**src/rtl/freq_synth_pkg.sv**
```systemverilog
// Shared types and constants for the freq_synth programmable square-wave generator.
package freq_synth_pkg;

  typedef enum logic [2:0] {IDLE, CONV, SCALE, DIV, COMMIT} fsm_state_e;

  localparam int BCD_DIGITS    = 4;
  localparam int RANGE_HI_MULT = 100;
  localparam int ACC_W         = 14;  // 0..9999
  localparam int FREQ_W        = 20;  // up to 999900 Hz
  localparam int DIVISOR_W     = 21;  // 2*f

  // Smallest width w such that clk_hz < 2**w.
  function automatic int div_w_for(input longint clk_hz);
    int w;
    w = 0;
    for (int i = 62; i >= 1; i--) begin
      if ((longint'(1) << i) > clk_hz) w = i;
    end
    return w;
  endfunction

endpackage

```
**src/rtl/freq_synth_if.sv**
```systemverilog
// Setpoint/status bundle of freq_synth, plus the FSM state for observation.
interface freq_synth_if;
  import freq_synth_pkg::*;

  // load is a one-cycle request carrying d3..d0/range_hi; the block is ready
  // exactly when busy is low, and a load seen while busy is high is dropped.
  logic       load;
  logic [3:0] d3;
  logic [3:0] d2;
  logic [3:0] d1;
  logic [3:0] d0;
  logic       range_hi;
  logic       sigout;
  logic       busy;
  logic       running;
  logic       err;
  fsm_state_e state;

  modport master (
    output load, d3, d2, d1, d0, range_hi,
    input  sigout, busy, running, err, state
  );

  modport slave (
    input  load, d3, d2, d1, d0, range_hi,
    output sigout, busy, running, err, state
  );

endinterface

```
**src/rtl/freq_synth_seq_divider.sv**
```systemverilog
// Unsigned restoring divider, one quotient bit per cycle, MSB first.
// done is high during the final iteration; quotient is valid the cycle after.
module seq_divider #(
  parameter int DIV_W = 27
) (
  input  logic             clk,
  input  logic             reset,
  input  logic             start,
  input  logic [DIV_W-1:0] dividend,
  input  logic [20:0]      divisor,
  output logic             done,
  output logic [DIV_W-1:0] quotient
);
  localparam int CNT_W = $clog2(DIV_W + 1);

  logic [DIV_W-1:0] q;
  logic [20:0]      rem;
  logic [CNT_W-1:0] cnt;
  logic [21:0]      shifted;
  logic [20:0]      diff;
  logic             fits;

  // The partial remainder stays below the divisor, so 21 bits hold it.
  assign shifted = {rem, q[DIV_W-1]};
  assign fits    = shifted >= {1'b0, divisor};
  assign diff    = shifted[20:0] - divisor;

  always_ff @(posedge clk) begin
    if (!reset) begin
      q   <= '0;
      rem <= '0;
      cnt <= '0;
    end else if (start) begin
      q   <= dividend;
      rem <= '0;
      cnt <= CNT_W'(DIV_W);
    end else if (cnt != '0) begin
      rem <= fits ? diff : shifted[20:0];
      q   <= {q[DIV_W-2:0], fits};
      cnt <= cnt - CNT_W'(1);
    end
  end

  assign done     = (cnt == CNT_W'(1));
  assign quotient = q;

endmodule

```
**src/rtl/freq_synth.sv**
```systemverilog
// Programmable square-wave generator: BCD setpoint -> half-period count -> sigout.
// Build option FREQ_SYNTH_ROUND_EN rounds the half period to nearest (half up).
module freq_synth
  import freq_synth_pkg::*;
#(
  parameter int CLK_HZ = 100_000_000,
  parameter int DIV_W  = 27,
  parameter int HALF_W = 26
) (
  input  logic        sysclk,
  input  logic        reset,
  freq_synth_if.slave bus
);
  localparam int IDX_W = $clog2(BCD_DIGITS);

  fsm_state_e           state;
  logic                 busy_q;
  logic                 err_q;
  logic [3:0]           dig [BCD_DIGITS];
  logic                 range_q;
  logic [ACC_W-1:0]     acc;
  logic [IDX_W-1:0]     conv_idx;
  logic [FREQ_W-1:0]    f_q;
  logic [FREQ_W-1:0]    f_next;
  logic                 bad_bcd;
  logic                 div_start;
  logic                 div_done;
  logic [DIV_W-1:0]     dividend;
  logic [DIV_W-1:0]     quotient;
  logic [DIVISOR_W-1:0] divisor;
  logic [HALF_W-1:0]    half;
  logic [HALF_W-1:0]    active_half;
  logic [HALF_W-1:0]    pending_half;
  logic [HALF_W-1:0]    cnt;
  logic                 pending_valid;
  logic                 sigout_q;
  logic                 running_q;

  assign bad_bcd = (bus.d3 > 4'd9) || (bus.d2 > 4'd9) || (bus.d1 > 4'd9) || (bus.d0 > 4'd9);

  // Divider is started from SCALE with the scaled value computed combinationally,
  // so its DIV_W iterations line up exactly with the DIV state.
  assign f_next    = range_q ? FREQ_W'(acc) * FREQ_W'(RANGE_HI_MULT) : FREQ_W'(acc);
  assign divisor   = {f_next, 1'b0};
  assign div_start = (state == SCALE);

`ifdef FREQ_SYNTH_ROUND_EN
  assign dividend = DIV_W'(CLK_HZ) + DIV_W'(f_next);
`else
  assign dividend = DIV_W'(CLK_HZ);
`endif

  assign half = (quotient == '0) ? HALF_W'(1) : quotient[HALF_W-1:0];

  seq_divider #(.DIV_W(DIV_W)) u_div (
    .clk      (sysclk),
    .reset    (reset),
    .start    (div_start),
    .dividend (dividend),
    .divisor  (divisor),
    .done     (div_done),
    .quotient (quotient)
  );

  always_ff @(posedge sysclk) begin
    if (!reset) begin
      state    <= IDLE;
      busy_q   <= 1'b0;
      err_q    <= 1'b0;
      dig      <= '{default: '0};
      range_q  <= 1'b0;
      acc      <= '0;
      conv_idx <= '0;
      f_q      <= '0;
    end else begin
      case (state)
        IDLE: begin
          if (bus.load) begin
            if (bad_bcd) begin
              err_q <= 1'b1;
            end else begin
              err_q    <= 1'b0;
              dig[0]   <= bus.d3;
              dig[1]   <= bus.d2;
              dig[2]   <= bus.d1;
              dig[3]   <= bus.d0;
              range_q  <= bus.range_hi;
              acc      <= '0;
              conv_idx <= '0;
              busy_q   <= 1'b1;
              state    <= CONV;
            end
          end
        end
        CONV: begin
          acc      <= acc * ACC_W'(10) + ACC_W'(dig[conv_idx]);
          conv_idx <= conv_idx + IDX_W'(1);
          if (conv_idx == IDX_W'(BCD_DIGITS - 1)) state <= SCALE;
        end
        SCALE: begin
          f_q   <= f_next;
          state <= DIV;
        end
        DIV: begin
          if (div_done) state <= COMMIT;
        end
        COMMIT: begin
          busy_q <= 1'b0;
          state  <= IDLE;
        end
        default: state <= IDLE;
      endcase
    end
  end

  // Generator. COMMIT updates are written last so they win over a same-cycle toggle.
  always_ff @(posedge sysclk) begin
    if (!reset) begin
      sigout_q      <= 1'b0;
      running_q     <= 1'b0;
      cnt           <= '0;
      active_half   <= '0;
      pending_half  <= '0;
      pending_valid <= 1'b0;
    end else begin
      if (running_q) begin
        if (cnt == active_half - HALF_W'(1)) begin
          sigout_q <= ~sigout_q;
          cnt      <= '0;
          if (pending_valid) begin
            active_half   <= pending_half;
            pending_valid <= 1'b0;
          end
        end else begin
          cnt <= cnt + HALF_W'(1);
        end
      end
      if (state == COMMIT) begin
        if (f_q == '0) begin
          running_q     <= 1'b0;
          sigout_q      <= 1'b0;
          cnt           <= '0;
          pending_valid <= 1'b0;
        end else if (!running_q) begin
          active_half <= half;
          cnt         <= '0;
          running_q   <= 1'b1;
        end else begin
          pending_half  <= half;
          pending_valid <= 1'b1;
        end
      end
    end
  end

  assign bus.sigout  = sigout_q;
  assign bus.busy    = busy_q;
  assign bus.running = running_q;
  assign bus.err     = err_q;
  assign bus.state   = state;

endmodule

```
**src/flat_wrapper.sv**
```systemverilog
// flat-port wrapper written by rule: the top's interface ports become plain ports
module freq_synth_flat import freq_synth_pkg::*;
#(
  parameter int CLK_HZ = 100_000_000,
  parameter int DIV_W  = 27,
  parameter int HALF_W = 26
)
  (sysclk, reset, bus_load, bus_d3, bus_d2, bus_d1, bus_d0, bus_range_hi, bus_sigout, bus_busy, bus_running, bus_err, bus_state);
  freq_synth_if bus_i ();
  input  logic sysclk;
  input  logic reset;
  input wire logic [$bits(bus_i.load)-1:0] bus_load;
  input wire logic [$bits(bus_i.d3)-1:0] bus_d3;
  input wire logic [$bits(bus_i.d2)-1:0] bus_d2;
  input wire logic [$bits(bus_i.d1)-1:0] bus_d1;
  input wire logic [$bits(bus_i.d0)-1:0] bus_d0;
  input wire logic [$bits(bus_i.range_hi)-1:0] bus_range_hi;
  output wire logic [$bits(bus_i.sigout)-1:0] bus_sigout;
  output wire logic [$bits(bus_i.busy)-1:0] bus_busy;
  output wire logic [$bits(bus_i.running)-1:0] bus_running;
  output wire logic [$bits(bus_i.err)-1:0] bus_err;
  output wire logic [$bits(bus_i.state)-1:0] bus_state;
  assign bus_i.load = bus_load;
  assign bus_i.d3 = bus_d3;
  assign bus_i.d2 = bus_d2;
  assign bus_i.d1 = bus_d1;
  assign bus_i.d0 = bus_d0;
  assign bus_i.range_hi = bus_range_hi;
  assign bus_sigout = bus_i.sigout;
  assign bus_busy = bus_i.busy;
  assign bus_running = bus_i.running;
  assign bus_err = bus_i.err;
  assign bus_state = bus_i.state;
  freq_synth #(.CLK_HZ(CLK_HZ), .DIV_W(DIV_W), .HALF_W(HALF_W)) u_core (.sysclk(sysclk), .reset(reset), .bus(bus_i));
endmodule
```
**config.mk**
```make
export PLATFORM = sky130hd
export DESIGN_NAME = freq_synth_flat
export DESIGN_NICKNAME = d
export VERILOG_FILES = /design/src/rtl/freq_synth_pkg.sv /design/src/rtl/freq_synth_if.sv /design/src/rtl/freq_synth_seq_divider.sv /design/src/rtl/freq_synth.sv /design/src/flat_wrapper.sv
export SDC_FILE = /design/constraint.sdc
export NUM_CORES = 1
export LEC_CHECK = 0
export CORE_MARGIN = 2
export CORE_UTILIZATION = 45
export DETAILED_ROUTE_END_ITERATION = 8
export PLACE_DENSITY = 0.57
export SYNTH_ARGS = -nofsm -noshare
export SYNTH_HDL_FRONTEND = slang
export SYNTH_SLANG_ARGS = --single-unit
```
**constraint.sdc**
```tcl
create_clock -name sysclk -period 5.6 [get_ports sysclk]
set_input_delay 0.84 -clock sysclk [delete_from_list [all_inputs] [get_ports sysclk]]
set_output_delay 0.84 -clock sysclk [all_outputs]
set_load 0.03 [all_outputs]
```
==> metrics list <==
- The flow ran to the end, and the final reports show no timing, DRC or antenna violations.
- Largest net degree at the start of global routing: slightly above 90
* Depth of the CTS H-tree: 4
* Critical path cell sequence: ha_1, ha_1, fa_1, ha_1, nor2b_1, o21ai_0, a21oi_1, o211ai_1, nand2_1, a21o_1, xor2_1, nand2_1, ha_1, a21o_1, or3_1, o211ai_1, a21oi_1, a21oi_2, buf_8, mux2i_1, a21oi_1
- Maximum clock frequency: 194 MHz
* Number of iterations in the first detailed-routing pass: 5
- Max-cap violations in this run came to 0.
* Areal power density over the cells: between 300 and 400 nW/um^2
- Number of sinks on the clock net: roughly 190
- The completed layout was analyzed and its total power is slightly above 4 mW.
- The clock passes through at most 2 buffers.
- Netlist area before placement: roughly 12000 sq um
- 0 antenna diodes ended up in the layout.
- Post-synthesis net count: about 1.6k
- First-pass GRT wire length: 49.3 mm
- Type of the worst min-delay path: reg2reg
- Top post-synthesis cells by count: nand2_1, dfxtp_1, a21oi_1
- Summing over every cut layer, the via total after detailed routing is around 10k.
* DIE HEIGHT: approximately 170 microns
- Last weighted congestion value of the routability-driven placer: around 0.90
* Clock network fraction of total power: 30.0%
- The synthesized design contains ~190 register bits.
* Drc violations: 0
- Total die area: between 20000 and 30000 sq um
- Once placement finished, the instance area stood at 12400 sq um.
- CP most frequent cell: ha_1
* Clock tree from TritonCTS: built
- HPWL after detailed placement: between 20 and 25 mm
- Worst Setup Start Kind: register
* Number of instances in the synthesized netlist: around 1.5k
* Final worst-path cycle share: between 90% and 100%
- After synthesis, the cell types taking the most area are dfxtp_1, ha_1, nand2_1, a21oi_1, xnor2_1.
- Setup total negative slack on the finished layout was measured at 0 ns.
- Max Slew Vio Count: 0
- In this run, synthesis inferred 0 flip-flops with an integrated enable.
- The finished cells cover roughly 13000 sq um.
- Global routing used 21.4% of the available tracks across all layers.
* Max IR drop VDD: around 300 uV
* Antenna violations before repair: 0
- Hold repair after CTS inserted 0 buffers.
* Highest routed metal layer: met4
- Of the total power, registers draw 37.4%.
- The biggest area contributor in the post-synthesis netlist is dfxtp_1.
* Worst slew pin tran: 1.13 ns
- Detail Route met3 WL: ~630 microns
- The floorplan has 59 rows.
- Combinational Power Share: approximately a third
- Setup slack on the critical path of the routed design comes to roughly 0.45 ns.
- Worst endpoint required time: between 5 and 6 ns
- In the final design database the tool counted around 1.6k nets.
- Prevailing post-synth register cell: dfxtp_1
- Sequential cell area fraction in the yosys report: roughly 32%
- Number of buffers inserted during clock tree synthesis: 17
- Clock transition at the registers of the reported paths: 0.08 ns
* Static Leak: between 4 and 5 nW
* Number of global-route vias before repair: roughly 9.7k
- Data arrives at the worst endpoint at ~5.5 ns.
- Fraction of synthesis flops using an asynchronous set or reset pin: 0%
- The die is around 170 microns wide.
- During synthesis, Yosys emitted a total of 0 warnings.
- In this run the count of I/O pins placed on the die edge is 27.
- Share of the synthesized area in the top cell type: approximately 32%
- Yosys instantiated no cell more often than nand2_1.
* Switching Share: a little over a third
* Final Hold Violating Endpoints: 0
- Hold timing on the final database bottoms out at a slack of 0.455 ns.
- Number of DRC violations after detailed-routing iteration 0: 573
* # setup viols final: 0
* Aggregate global routing overflow: 0
- In this run the standard cell core region covers ~26000 sq um.
* Avg Cell Area, Syn: between 7 and 8 sq um
- Path type of the worst setup path: reg2reg
- Final setup skew: about 0.015 ns
- From synthesis to final layout, the design area changed by 9.13%.
* Share of layout cells above drive strength 1: ~5.6%
- For this configuration, the core starts out at a cell density of between 40% and 50%.
- Max Fanout on Critical Path: 27
- In the final routed layout, each cell accounts on average for approximately 16 microns.
* Via density per instance: ~5.6
* Length of routed wiring on met1: about 14 mm
- In this run the power spent charging and discharging nets is ~1.4 mW.
- For the finished layout, the period the worst path requires is 5.15 ns.
- Routed wire length on met2: between 10 and 15 mm
- Total Routed Length: 29.0 mm
- In this run the tool buffered the top-level ports with 26 buffer cells.
- Cell with the largest stage delay on the worst path: fa_1
- Cell at the root of the clock tree: clkbuf_16
* Internal power: 2.60 mW
* Remaining number of nets flagged by the antenna check after routing: 0
- Critical path capture point type: register
- Crit-path max cell delay: 0.46 ns
* Slew Limit Headroom: 24.6%
- For the worst-skew pair, the clock arrives at the later sink with an insertion delay of about 0.44 ns.
- At the placement stage, the worst setup path has a slack of roughly 0.31 ns.
- The synthesized netlist contains 70 unique library cells.
==> final cells by class <==
| cell class | count | area (sq um) |
|---|---|---|
| sequential | 192 | 3840 |
| clock inverter | 12 | 126 |
| tap | 335 | 419 |
| multi-input combinational | 1154 | 7450 |
| clock buffer | 20 | 447 |
| inverter | 65 | 244 |
| timing repair buffer | 46 | 413 |
| fill | 2578 | 13000 |
==> routing by layer <==
| metal | vias up | global-route usage (%) |
|---|---|---|
| met4 | 0 | 5.21 |
| li1 | 5264 | - |
| met5 | - | 0 |
| met2 | 108 | 37.6 |
| met3 | 33 | 3.10 |
| met1 | 4739 | 27.6 |
==> cells in the final DEF, fill, tap and decap left out, drive strengths merged, types with 7 or more instances in the layout <==
master	instances
xor2	41
o21a	7
nand2	222
mux2i	18
nor2	105
clkbuf	20
dfxtp	192
inv	69
o211ai	33
clkdlybuf4s50	25
and3	11
nand3	95
fa	12
a211oi	20
buf	21
nand4	44
o21ai	48
nor2b	16
xnor2	59
a21o	10
nand2b	10
a31oi	18
a21oi	139
nor3	34
or3	12
ha	92
and2	9
nor4	27
==> path summary, 6_finish.rpt <==
kind,startpoint,endpoint,slack (ns),depth (start not counted)
worst max-delay path,u_core.acc[3],u_core.u_div.rem[15],0.45,21
worst max register to register,u_core.acc[3],u_core.u_div.rem[15],0.45,21
worst min-delay path,u_core.dig[8],u_core.dig[8],0.46,2
worst min register to register,u_core.dig[8],u_core.dig[8],0.46,2
==> sequential cells by signal (all words and copies together), names as in the netlist, 5 cells and up, named ones only <==
name	count
u_core.dig	16
u_core.active_half	26
u_core.cnt	26
u_core.u_div.quotient	27
u_core.f_q	20
u_core.u_div.rem	21
u_core.acc	14
u_core.pending_half	26
u_core.u_div.cnt	5
==> power by group through the flow <==
stage | sequential [mW] | clock (mW) | combinational, mW
floorplan | 1.52 | 0 | 1.01
global placement | 1.55 | 0 | 1.29
detailed placement | 1.55 | 0 | 1.30
CTS | 1.51 | 1.24 | 1.31
global route | 1.53 | 1.29 | 1.48
finish | 1.51 | 1.21 | 1.32
==> through the flow <==
stage	instances	utilization [%]
global placement	1792	47.6
floorplan	1498	-
detailed placement	1792	47.6
finish	1824	49.8
CTS	1824	49.8
global route	1824	49.8
==> critical path: cells and delay by family, from the launching register on <==
kind / cells / cell delay [ns]
mux: 1 / 0.20
simple gates: 4 / 0.65
buf+inv: 1 / 0.23
compound gates: 9 / 1.59
flops: 1 / 0.41
fa+ha+maj: 5 / 1.75
xor+xnor: 1 / 0.18
==> timing repair <==
action | 4_1_cts | 5_1_grt
setup buffers | 0 | 0
setup endpoints to repair | 0 | 13
resized for setup | 0 | 4
==> logic make-up (layout without fill, tap and decap cells) <==
family / Yosys count / after routing / synth area share (%)
fa+ha+maj: 104 / 104 / 11.7
xor+xnor: 101 / 101 / 7.57
compound gates: 308 / 308 / 15.8
flops: 192 / 192 / 32.4
mux: 25 / 25 / 2.56
buf+inv: 152 / 143 / 4.96
simple gates: 616 / 616 / 25.0
(Power assumes the default switching activity.)
